$ cat config.mk
export PLATFORM = sky130hd
export DESIGN_NAME = sqrt_sched
export DESIGN_NICKNAME = d
export VERILOG_FILES = /design/src/rtl/sqrt_sched_pkg.sv /design/src/rtl/sqrt_sched_fifo.sv /design/src/rtl/sqrt_sched.sv
export SDC_FILE = /design/constraint.sdc
export NUM_CORES = 1
export LEC_CHECK = 0
export ABC_CLOCK_PERIOD_IN_PS = 7700
export CORE_MARGIN = 1.5
export CORE_UTILIZATION = 45
export DETAILED_ROUTE_END_ITERATION = 6
export PLACE_DENSITY = 0.65
export SLEW_MARGIN = 20
export SYNTH_ARGS = -nofsm -noshare
export SYNTH_HDL_FRONTEND = slang
export SYNTH_SLANG_ARGS = --single-unit
$ cat constraint.sdc
create_clock -name clk -period 7.7 [get_ports clk]
set_input_delay 2.31 -clock clk [delete_from_list [all_inputs] [get_ports clk]]
set_output_delay 2.31 -clock clk [all_outputs]
set_load 0.005 [all_outputs]
$ cat src/rtl/sqrt_sched_pkg.sv
// Shared defaults and helpers for the sqrt request scheduler.
package sqrt_sched_pkg;

    localparam int NREQ_DEFAULT       = 2;
    localparam int TAGW_DEFAULT       = 4;
    // The sqrt unit's owner keeps this equal to its pipeline stage count.
    localparam int SQRT_LAT_DEFAULT   = 5;
    localparam int FIFO_DEPTH_DEFAULT = 8;
    localparam int OPW                = 32;

    function automatic logic [1:0] first_set4(input logic [3:0] v);
        logic [1:0] idx;
        casez (v)
            4'b???1: idx = 2'd0;
            4'b??10: idx = 2'd1;
            4'b?100: idx = 2'd2;
            4'b1000: idx = 2'd3;
            default: idx = 2'd0;
        endcase
        return idx;
    endfunction

endpackage

$ cat src/rtl/sqrt_sched_fifo.sv
// First-word-fall-through result FIFO; a write and a read in the same cycle
// are both honoured, including when full.
module sqrt_sched_fifo
    import sqrt_sched_pkg::*;
#(
    parameter int W     = OPW,
    parameter int DEPTH = FIFO_DEPTH_DEFAULT
) (
    input  logic         clk,
    input  logic         rst,
    input  logic         wr_en,
    input  logic [W-1:0] wr_data,
    input  logic         rd_en,
    output logic [W-1:0] rd_data,
    output logic         empty
);

    localparam int AW = (DEPTH > 1) ? $clog2(DEPTH) : 1;
    localparam int CW = $clog2(DEPTH + 1);

    logic [W-1:0]  mem_q [DEPTH];
    logic [AW-1:0] wr_ptr_q, wr_ptr_d;
    logic [AW-1:0] rd_ptr_q, rd_ptr_d;
    logic [CW-1:0] count_q, count_d;
    logic          full_s, do_wr_s, do_rd_s;

    function automatic logic [AW-1:0] ptr_inc(input logic [AW-1:0] p);
        return (p == AW'(DEPTH - 1)) ? AW'(0) : p + AW'(1);
    endfunction

    // Pointer/occupancy next state and head presentation.
    always_comb begin
        full_s   = (count_q == CW'(DEPTH));
        empty    = (count_q == CW'(0));
        do_rd_s  = rd_en & ~empty;
        do_wr_s  = wr_en & (~full_s | do_rd_s);
        wr_ptr_d = do_wr_s ? ptr_inc(wr_ptr_q) : wr_ptr_q;
        rd_ptr_d = do_rd_s ? ptr_inc(rd_ptr_q) : rd_ptr_q;
        case ({do_wr_s, do_rd_s})
            2'b10:   count_d = count_q + CW'(1);
            2'b01:   count_d = count_q - CW'(1);
            default: count_d = count_q;
        endcase
        rd_data = mem_q[rd_ptr_q];
    end

    // Storage and pointer registers.
    always_ff @(posedge clk) begin
        if (rst) begin
            for (int i = 0; i < DEPTH; i++) begin
                mem_q[i] <= '0;
            end
            wr_ptr_q <= '0;
            rd_ptr_q <= '0;
            count_q  <= '0;
        end else begin
            if (do_wr_s) begin
                mem_q[wr_ptr_q] <= wr_data;
            end
            wr_ptr_q <= wr_ptr_d;
            rd_ptr_q <= rd_ptr_d;
            count_q  <= count_d;
        end
    end

endmodule

$ cat src/rtl/sqrt_sched.sv
// Round-robin scheduler sharing one fixed-latency pipelined sqrt unit between
// NREQ requesters, with credit-protected result buffering.
module sqrt_sched
    import sqrt_sched_pkg::*;
#(
    parameter int NREQ       = NREQ_DEFAULT,
    parameter int TAGW       = TAGW_DEFAULT,
    parameter int SQRT_LAT   = SQRT_LAT_DEFAULT,
    parameter int FIFO_DEPTH = FIFO_DEPTH_DEFAULT,
    localparam int IDW       = (NREQ > 1) ? $clog2(NREQ) : 1
) (
    input  logic                 clk,
    input  logic                 rst,
    input  logic [NREQ-1:0]      req_valid,
    output logic [NREQ-1:0]      req_ready,
    input  logic [NREQ*32-1:0]   req_x,
    input  logic [NREQ*TAGW-1:0] req_tag,
    output logic [31:0]          sq_x,
    input  logic [31:0]          sq_y,
    output logic                 res_valid,
    input  logic                 res_ready,
    output logic [31:0]          res_y,
    output logic [IDW-1:0]       res_id,
    output logic [TAGW-1:0]      res_tag
);

    localparam int CNTW = $clog2(FIFO_DEPTH + 1);
    localparam int FW   = 32 + IDW + TAGW;

    logic [IDW-1:0]  rr_q, rr_d;
    logic [CNTW-1:0] cnt_q, cnt_d;
    logic [31:0]     sq_x_q, sq_x_d;
    logic [NREQ-1:0] rot_s;
    logic [1:0]      first_s;
    logic [IDW-1:0]  gnt_id_s;
    logic            found_s, credit_ok_s, accept_s, pop_s;
    logic [31:0]     opnd_s;
    logic [TAGW-1:0] tag_s;
    logic            fifo_empty_s;
    logic [FW-1:0]   fifo_rd_s;

    logic            trk_v_q   [SQRT_LAT+1];
    logic [IDW-1:0]  trk_id_q  [SQRT_LAT+1];
    logic [TAGW-1:0] trk_tag_q [SQRT_LAT+1];

    // Arbitration, credit accounting and operand selection.
    always_comb begin
        rot_s       = NREQ'({req_valid, req_valid} >> rr_q);
        first_s     = first_set4(4'(rot_s));
        found_s     = |req_valid;
        gnt_id_s    = IDW'((int'(rr_q) + int'(first_s)) % NREQ);
        credit_ok_s = (cnt_q < CNTW'(FIFO_DEPTH));
        accept_s    = found_s & credit_ok_s;
        req_ready   = accept_s ? (NREQ'(1) << gnt_id_s) : NREQ'(0);
        opnd_s      = '0;
        tag_s       = '0;
        for (int i = 0; i < NREQ; i++) begin
            opnd_s = opnd_s | (req_x[32*i +: 32] & {32{req_ready[i]}});
            tag_s  = tag_s | (req_tag[TAGW*i +: TAGW] & {TAGW{req_ready[i]}});
        end
        pop_s = res_valid & res_ready;
        case ({accept_s, pop_s})
            2'b10:   cnt_d = cnt_q + CNTW'(1);
            2'b01:   cnt_d = cnt_q - CNTW'(1);
            default: cnt_d = cnt_q;
        endcase
        rr_d   = accept_s ? IDW'((int'(gnt_id_s) + 1) % NREQ) : rr_q;
        sq_x_d = accept_s ? opnd_s : sq_x_q;
    end

    // Scheduler state plus the {v,id,tag} line that shadows the sqrt pipeline.
    always_ff @(posedge clk) begin
        if (rst) begin
            rr_q   <= '0;
            cnt_q  <= '0;
            sq_x_q <= '0;
            for (int k = 0; k <= SQRT_LAT; k++) begin
                trk_v_q[k]   <= 1'b0;
                trk_id_q[k]  <= '0;
                trk_tag_q[k] <= '0;
            end
        end else begin
            rr_q         <= rr_d;
            cnt_q        <= cnt_d;
            sq_x_q       <= sq_x_d;
            trk_v_q[0]   <= accept_s;
            trk_id_q[0]  <= gnt_id_s;
            trk_tag_q[0] <= tag_s;
            for (int k = 1; k <= SQRT_LAT; k++) begin
                trk_v_q[k]   <= trk_v_q[k-1];
                trk_id_q[k]  <= trk_id_q[k-1];
                trk_tag_q[k] <= trk_tag_q[k-1];
            end
        end
    end

    // Credits guarantee room whenever the last tracking entry is valid.
    sqrt_sched_fifo #(
        .W     (FW),
        .DEPTH (FIFO_DEPTH)
    ) u_fifo (
        .clk     (clk),
        .rst     (rst),
        .wr_en   (trk_v_q[SQRT_LAT]),
        .wr_data ({sq_y, trk_id_q[SQRT_LAT], trk_tag_q[SQRT_LAT]}),
        .rd_en   (res_ready),
        .rd_data (fifo_rd_s),
        .empty   (fifo_empty_s)
    );

    assign sq_x      = sq_x_q;
    assign res_valid = ~fifo_empty_s;
    assign res_y     = fifo_rd_s[FW-1 -: 32];
    assign res_id    = fifo_rd_s[TAGW +: IDW];
    assign res_tag   = fifo_rd_s[TAGW-1:0];

endmodule

==> out/results.ini, run 1 <==
[run_status]
status=finished, violations left
violations=design-rule violations

[global_route]
grt_pass1_vias=10400
grt_util_all_layers_pct=21.0
overflow=0
antenna_found_initial=2
grt_max_degree=95
grt_pass1_wl_um=57900

[clock_tree]
htreeDepth=2
cts-root-buf=clkbuf_16
post_cts_resized=0
cts_setup_buffers=0
cts_buffers=40
cts_sinks=382
clock_path_buffers=3
clk_latency_ns=0.53
cts_tree=done
cts.clk_slew.worst_paths_ns=0.06
holdBufCountCts=0

[critical_path]
slowest_delay_ns=0.54
path_buf_inv=3
r2r_start=u_fifo.count_q[0]$_SDFFE_PP0P_
crit_path_cell_trace=clkdlybuf4s50_1, inv_1, a211oi_4, clkdlybuf4s50_1
cpMostUsedCell=clkdlybuf4s50_1
start_kind=primary input
startpoint=req_valid[0]
cp-end-kind=output port
crit_type=primary input to output port
slowest_stage=clkdlybuf4s50_1
crit_path_max_fanout=4
crit_arrival_ns=3.69
crit_family=buffers and inverters
r2r_slack_ns=4.92
cp.required_ns=5.39
r2r_cells=5
r2r_end=u_fifo.mem_q[0][26]$_SDFFCE_PN0P_

[timing]
fin_crit_sh_pct=77.9
fmax_mhz=167
hold_violations=0
setup_viol=0
rsz0062_at_grt=no
slew_headroom_pct=36.7
final.setup.tns_ns=0
drv_slew=0
worst_pin_slew_ns=0.949
fin_skew_ns=0.00892
min_period_ns=6.00

[floorplan]
io_pins=181
die_y_um=192
row_count=68
initial_utilization_pct=46.1
core_area_sq_um=34800
die_w_um=192
die_area_sq_um=36800

[synth]
synth_fp_nets=1276
synthDominantCellAreaShare_pct=55.4
seq_area_frac_synth_pct=66.1
async_flop_share_pct=0
ys_seq_elements=382
yosys_warnings=0
syn_inst=1157
synth.area.top_cells=edfxtp_1, dfxtp_1, mux4_2
synth_cell_types=47
avgSynthCellArea_sq_um=13.9
synth_edf_count=296
ys.flop_type=edfxtp_1
synth.largest_area_cell=edfxtp_1
netlist_area_sq_um=16100

[job]
timing.max_cap.violations=0

[drt]
ant_nets=0
dr.first_iter.drc_count=802
drc=1
via_per_inst=5.47
num_vias=9861
wire_per_inst_um=20.9
wirelength_um=37700
dr.pass1.iters=7

[place]
dpl_cell_area_sq_um=18100
detailedPlacementHpwl_um=21500
gp_congestion=0.717
portBuffers=180

[final_layout]
area_growth_pct=20.5
final_cell_area_sq_um=19400
drive_gt1_share_pct=16.5
finalNetCount=1438

[worst_hold_path]
min_to=trk_id_q[4]$_SDFF_PP0_
min_from=trk_id_q[3]$_SDFF_PP0_
min_path_type=register to register
whs_path_depth=1

[pwr]
leakagePower_uw=0.00659
ir_worst_vdd_uv=166
clkPwrFrac_pct=34.9
pwr-share-comb_pct=18.0
p_int_uw=3870
switchingPower_uw=1260
seqPwrFrac_pct=47.1
swShare_pct=24.5
p_per_area_nw_per_um2=265

[sequential cells by signal (all words and copies together), names as in the netlist, named ones only]
register / cells
cnt_q: 4
rr_q: 1
sq_x: 32
trk_id_q: 6
trk_tag_q: 24
trk_v_q: 6
u_fifo.count_q: 4
u_fifo.mem_q: 296
u_fifo.rd_ptr_q: 3
u_fifo.wr_ptr_q: 3
[cell families after synthesis]
family / count (synthesis) / synth area share [%]
multiplexers: 116 / 13.3
buffers and inverters: 94 / 3.45
XOR/XNOR: 6 / 0.327
AO/OA/AOI/OAI: 72 / 3.93
AND/OR/NAND/NOR: 477 / 12.1
adder cells (fa/ha/maj): 10 / 0.826
flip-flops: 382 / 66.1
[power groups by stage]
stage	Sequential [uW]	Combinational [uW]	Clock, uW
after floorplan	2400	603	0
after global placement	2460	927	0
after detailed placement	2460	934	0
after CTS	2420	939	1820
after global routing	2430	1010	1900
final	2410	922	1790
[how the worst max path moves through the flow]
stage,cells after the start,to
floorplan,3,req_ready[0]
global placement,4,req_ready[0]
detailed placement,4,req_ready[0]
CTS,4,req_ready[0]
global route,4,req_ready[0]
finish,4,req_ready[0]
[final cells by class]
| class | instances | area, sq um |
|---|---|---|
| clock inverter | 21 | 114 |
| clock buffer | 50 | 1100 |
| inverter | 11 | 41.3 |
| multi-input combinational | 681 | 4940 |
| timing repair buffer | 203 | 1970 |
| fill | 2889 | 15400 |
| antenna | 1 | 2.50 |
| sequential | 382 | 10600 |
| tap | 455 | 569 |
[metal layers]
layer  wire length (um)  global-route usage, %
met1              15400                   26.9
met2              18800                   36.1
met3               2900                   4.68
met4                601                   5.02
met5                 13                      0
[synth_stat cells (all sizes together) (4+ instances only)]
| cell type | n |
|---|---|
| mux4 | 74 |
| buf | 48 |
| and2 | 4 |
| dfxtp | 86 |
| mux2 | 39 |
| nor2 | 343 |
| edfxtp | 296 |
| inv | 11 |
| a22oi | 5 |
| ha | 9 |
| a31o | 4 |
| or3 | 4 |
| nor2b | 30 |
| nand2 | 84 |
| o21ai | 4 |
| a21oi | 10 |
| a222oi | 32 |
| clkbuf | 35 |
[stage by stage]
stage               util (%)  hold WS (ns)  std cells  setup slack [ns]  total power (uW)
floorplan                  -         0.414       1157              2.29              3010
CTS                     55.6         0.435       1803              1.70              5170
detailed placement      52.1         0.420       1732              1.71              3390
finish                  55.6         0.434       1804              1.70              5120
global placement        52.1         0.418       1732              1.71              3380
global route            55.6         0.452       1803              1.63              5340
[cell usage in the layout (no fill, tap or decap), types with 5 or more instances in the layout]
master	count
a21oi_1	10
a222oi_1	32
a22oi_1	5
buf_4	23
clkbuf_1	5
clkbuf_16	41
clkdlybuf4s50_1	179
clkinv_1	7
clkinv_2	7
dfxtp_1	83
edfxtp_1	296
ha_1	9
inv_1	11
mux2_2	39
mux4_2	74
nand2_1	83
nor2_1	341
nor2b_1	30
Power figures use the tool's default switching activity.
==> inputs of run 2 (changes only) <==
ABC_CLOCK_PERIOD_IN_PS = 5450   (was 7700)
PLACE_DENSITY = 0.68   (was 0.65)
clock period = 5.45 ns   (was 7.7 ns; I/O delays follow)
==> out/results.ini, run 2 (same netlist as run 1, synthesis figures left out) <==
[run_status]
status=finished, violations left  ; unchanged
violations=design-rule violations  ; unchanged

[timing]
final.setup.tns_ns=0  ; unchanged
drv_slew=0  ; unchanged
min_period_ns=4.67
fmax_mhz=214
whs_ns=0.429  ; was 0.434 ns
worst_pin_slew_ns=1.07  ; was 0.949 ns
hold_violations=0  ; unchanged
fin_crit_sh_pct=85.6
rsz0062_at_grt=no  ; unchanged
setup_viol=0  ; unchanged
fin_ws_ns=0.784  ; was 1.70 ns
fin_skew_ns=0.0136  ; was 0.00892 ns
slew_headroom_pct=27.6  ; was 36.7%

[global_route]
grt_pass1_wl_um=57600  ; was 57900 um
antenna_found_initial=2  ; unchanged
grt_max_degree=85  ; was 95
overflow=0  ; unchanged
grt_util_all_layers_pct=20.5  ; was 21.0%
grt_pass1_vias=10400  ; about the same

[clock_tree]
cts.clk_slew.worst_paths_ns=0.06  ; about the same
clock_path_buffers=3  ; unchanged
clk_latency_ns=0.53  ; about the same
holdBufCountCts=0  ; unchanged
cts_buffers=41  ; was 40
cts-root-buf=clkbuf_16  ; unchanged
cts_tree=done  ; unchanged
htreeDepth=2  ; unchanged
cts_setup_buffers=0  ; unchanged
post_cts_resized=0  ; unchanged
cts_sinks=382  ; unchanged

[pwr]
swShare_pct=24.0  ; was 24.5%
leakagePower_uw=0.00667  ; was 0.00659 uW
switchingPower_uw=1770  ; was 1260 uW
total_power_uw=7390  ; was 5120 uW
ir_worst_vdd_uv=248  ; was 166 uV
seqPwrFrac_pct=46.0  ; was 47.1%
clkPwrFrac_pct=35.9  ; was 34.9%
p_per_area_nw_per_um2=379  ; was 265 nW/um^2
p_int_uw=5620  ; was 3870 uW
pwr-share-comb_pct=18.0  ; about the same

[drt]
dr.first_iter.drc_count=813  ; was 802
ant_nets=0  ; unchanged
dr.pass1.iters=7  ; unchanged
wire_per_inst_um=20.5  ; was 20.9 um
wirelength_um=37000  ; was 37700 um
num_vias=10000  ; was 9861
via_per_inst=5.55  ; was 5.47
drc=1  ; unchanged

[critical_path]
crit_type=primary input to output port  ; unchanged
crit_path_max_fanout=4  ; unchanged
start_kind=primary input  ; unchanged
cp.required_ns=3.82  ; was 5.39 ns
cp-end-kind=output port  ; unchanged
crit_arrival_ns=3.03  ; was 3.69 ns

[floorplan]
die_w_um=192  ; unchanged
io_pins=181  ; unchanged
die_area_sq_um=36800  ; unchanged
die_y_um=192  ; unchanged
core_area_sq_um=34800  ; unchanged
row_count=68  ; unchanged
initial_utilization_pct=46.1  ; unchanged

[place]
dp_slack_ns=0.783  ; was 1.71 ns
gp_congestion=0.757  ; was 0.717
detailedPlacementHpwl_um=21400  ; was 21500 um
portBuffers=180  ; unchanged

[final_layout]
final_common_cell=nor2_1  ; unchanged
regMostFlops=u_fifo.mem_q  ; unchanged
largest_reg_flops=296  ; unchanged
final_cell_mix=nor2_1, edfxtp_1, clkdlybuf4s50_1, nand2_1, dfxtp_1  ; unchanged
finalNetCount=1441  ; was 1438
area_growth_pct=21.5  ; was 20.5%
drive_gt1_share_pct=16.1  ; was 16.5%

[job]
timing.max_cap.violations=0  ; unchanged

[worst_hold_path]
min_path_type=register to register  ; unchanged

## run 2: area by class of cell
cell class / instances / area (sq um)
antenna: 1 / 2.50
sequential: 382 / 10600
inverter: 11 / 41.3
multi-input combinational: 681 / 4930
fill: 2815 / 15300
tap: 455 / 569
clock buffer: 55 / 1150
clock inverter: 17 / 130
timing repair buffer: 205 / 2070
## run 2: power by group through the flow
stage	clock network [uW]	logic [uW]	registers, uW
4_1_cts	2700	1350	3410
5_1_grt	2820	1450	3420
3_3_place_gp	0	1340	3460
2_1_floorplan	0	852	3400
3_5_place_dp	0	1350	3470
6_report	2660	1330	3400
## run 2: worst paths after layout
| path | end | slack (ns) | cells past startpoint | from |
|---|---|---|---|---|
| worst max register to register | u_fifo.mem_q[0][27]$_SDFFCE_PN0P_ | 2.81 | 5 | u_fifo.count_q[0]$_SDFFE_PP0P_ |
| worst min register to register | trk_id_q[5]$_SDFF_PP0_ | 0.43 | 1 | trk_id_q[4]$_SDFF_PP0_ |
| worst min-delay path | trk_id_q[5]$_SDFF_PP0_ | 0.43 | 1 | trk_id_q[4]$_SDFF_PP0_ |
| worst max-delay path | req_ready[0] | 0.78 | 4 | req_valid[0] |
## run 2: stage by stage
stage | cell area [sq um] | cells | util [%]
floorplan | 16100 | 1157 | -
global placement | 18200 | 1734 | 52.4
detailed placement | 18200 | 1734 | 52.4
CTS | 19500 | 1806 | 56.1
global route | 19500 | 1806 | 56.1
finish | 19500 | 1807 | 56.1
## run 2: critical path, cell delays in order
cell and delay (ns):
clkdlybuf4s50_1 0.49, inv_1 0.10, a211oi_4 0.25, clkdlybuf4s50_1 0.55
## run 2: per-layer routing
metal  up-vias  wire length, um  global-route usage, %  share of wire [%]
met5         -               13                      0              0.035
met4         2              813                   5.20                2.2
met3        66             3120                   4.68                8.4
met2       412            18300                   35.5                 49
met1      4993            14800                   26.1                 40
li1       4561                -                      -                  -
==> inputs of run 3 (changes only) <==
CORE_MARGIN = 5   (was 1.5)
==> out/results.ini, run 3 (same netlist as run 1, synthesis figures left out) <==
[final_layout]
largest_reg_flops=296  ; unchanged
layoutNonFillerInstCount=1813  ; was 1807
final_common_cell=nor2_1  ; unchanged
final_cell_mix=nor2_1, edfxtp_1, clkdlybuf4s50_1, nand2_1, dfxtp_1  ; unchanged
finalNetCount=1439  ; was 1441
regMostFlops=u_fifo.mem_q  ; unchanged
area_growth_pct=21.5  ; about the same
final_core_util_pct=55.1  ; was 56.1%
drive_gt1_share_pct=16.2  ; was 16.1%
fillers=2936  ; was 2815

[timing]
fin_crit_sh_pct=85.6  ; about the same
fin_skew_ns=0.0217  ; was 0.0136 ns
fmax_mhz=214  ; about the same
slew_headroom_pct=38.6  ; was 27.6%
setup_viol=0  ; unchanged
hold_violations=0  ; unchanged
drv_slew=0  ; unchanged
whs_ns=0.432  ; was 0.429 ns
final.setup.tns_ns=0  ; unchanged
rsz0062_at_grt=no  ; unchanged
min_period_ns=4.67  ; about the same
worst_pin_slew_ns=0.921  ; was 1.07 ns

[floorplan]
die_area_sq_um=39600  ; was 36800 sq um
row_count=69  ; was 68
die_y_um=199  ; was 192 um
io_pins=181  ; unchanged
die_w_um=199  ; was 192 um
core_area_sq_um=35400  ; was 34800 sq um
initial_utilization_pct=45.4  ; was 46.1%

[pwr]
clkPwrFrac_pct=36.1  ; was 35.9%
total_power_uw=7400  ; was 7390 uW
swShare_pct=24.1  ; was 24.0%
switchingPower_uw=1780  ; was 1770 uW
seqPwrFrac_pct=46.2  ; was 46.0%
pwr-share-comb_pct=17.7  ; was 18.0%
leakagePower_uw=0.00666  ; was 0.00667 uW
ir_worst_vdd_uv=275  ; was 248 uV
p_int_uw=5620  ; about the same
p_per_area_nw_per_um2=379  ; about the same

[run_status]
status=finished clean  ; was finished, violations left

[place]
post-place-cells=1739  ; was 1734
detailedPlacementHpwl_um=21800  ; was 21400 um
portBuffers=180  ; unchanged
gp_congestion=0.751  ; was 0.757

[drt]
wirelength_um=37300  ; was 37000 um
dr.first_iter.drc_count=787  ; was 813
dr.pass1.iters=7  ; unchanged
wire_per_inst_um=20.6  ; was 20.5 um
num_vias=9984  ; was 10000
ant_nets=0  ; unchanged
via_per_inst=5.51  ; was 5.55
drc=0  ; was 1

[clock_tree]
cts_setup_buffers=0  ; unchanged
holdBufCountCts=0  ; unchanged
post_cts_resized=0  ; unchanged
cts.clk_slew.worst_paths_ns=0.06  ; about the same
cts_sinks=382  ; unchanged
clk_latency_ns=0.53  ; about the same
cts_buffers=40  ; was 41
cts-root-buf=clkbuf_16  ; unchanged
cts_tree=done  ; unchanged
clock_path_buffers=3  ; unchanged
htreeDepth=2  ; unchanged

[critical_path]
crit_type=primary input to output port  ; unchanged
start_kind=primary input  ; unchanged
crit_arrival_ns=3.03  ; about the same
cp.required_ns=3.82  ; about the same
crit_path_max_fanout=4  ; unchanged
cp-end-kind=output port  ; unchanged

[worst_hold_path]
min_path_type=register to register  ; unchanged

[global_route]
antenna_found_initial=2  ; unchanged
overflow=0  ; unchanged
grt_util_all_layers_pct=18.9  ; was 20.5%
grt_pass1_wl_um=58100  ; was 57600 um
grt_max_degree=86  ; was 85
grt_pass1_vias=10500  ; was 10400

[job]
timing.max_cap.violations=0  ; unchanged

-- run 3: changes by cell type in the layout (fill, tap and decap cells not counted), moves of 2 or more --
cell	change
clkinv_2	+3
bufinv_16	+2
clkbuf_8	-3
clkbuf_16	-2
-- run 3: layer usage --
metal / routed length [um] / global-route usage (%)
met5: 11 / 0
met4: 655 / 4.53
met3: 3280 / 4.37
met2: 18300 / 32.0
met1: 15100 / 25.1
-- run 3: through the flow --
step / setup slack (ns) / instance area, sq um
3_3_place_gp: 0.759 / 18200
4_1_cts: 0.770 / 19500
6_report: 0.783 / 19500
5_1_grt: 0.692 / 19500
2_1_floorplan: 1.39 / 16100
3_5_place_dp: 0.779 / 18200
-- run 3: worst paths after layout --
path,to,startpoint,slack [ns],depth (start not counted)
min,trk_tag_q[5][2]$_SDFF_PP0_,trk_tag_q[4][2]$_SDFF_PP0_,0.43,1
min reg2reg,trk_tag_q[5][2]$_SDFF_PP0_,trk_tag_q[4][2]$_SDFF_PP0_,0.43,1
max reg2reg,u_fifo.mem_q[5][8]$_SDFFCE_PN0P_,u_fifo.count_q[0]$_SDFFE_PP0P_,2.92,5
max,req_ready[0],req_valid[0],0.78,4
-- run 3: worst max-delay path, stage by stage --
cell	delay [ns]
clkdlybuf4s50_1	0.49
inv_1	0.10
a211oi_4	0.26
clkdlybuf4s50_1	0.54
-- run 3: power by group through the flow --
stage                     combinational, uW  clock, uW  sequential (uW)
after floorplan                         852          0             3400
after global placement                 1320          0             3480
after detailed placement               1330          0             3490
after CTS                              1340       2720             3430
after global routing                   1420       2850             3440
final                                  1310       2670             3420
-- run 3: layout make-up --
type                            count  area (sq um)  area share [%]
Clock inverter                     23           221            1.14
Timing Repair Buffer              204          2050            10.5
Clock buffer                       50          1060            5.43
Inverter                           11          41.3           0.212
Tap cell                          461           577            2.96
Multi-Input combinational cell    681          4930            25.3
Antenna cell                        1          2.50          0.0128
Sequential cell                   382         10600            54.4
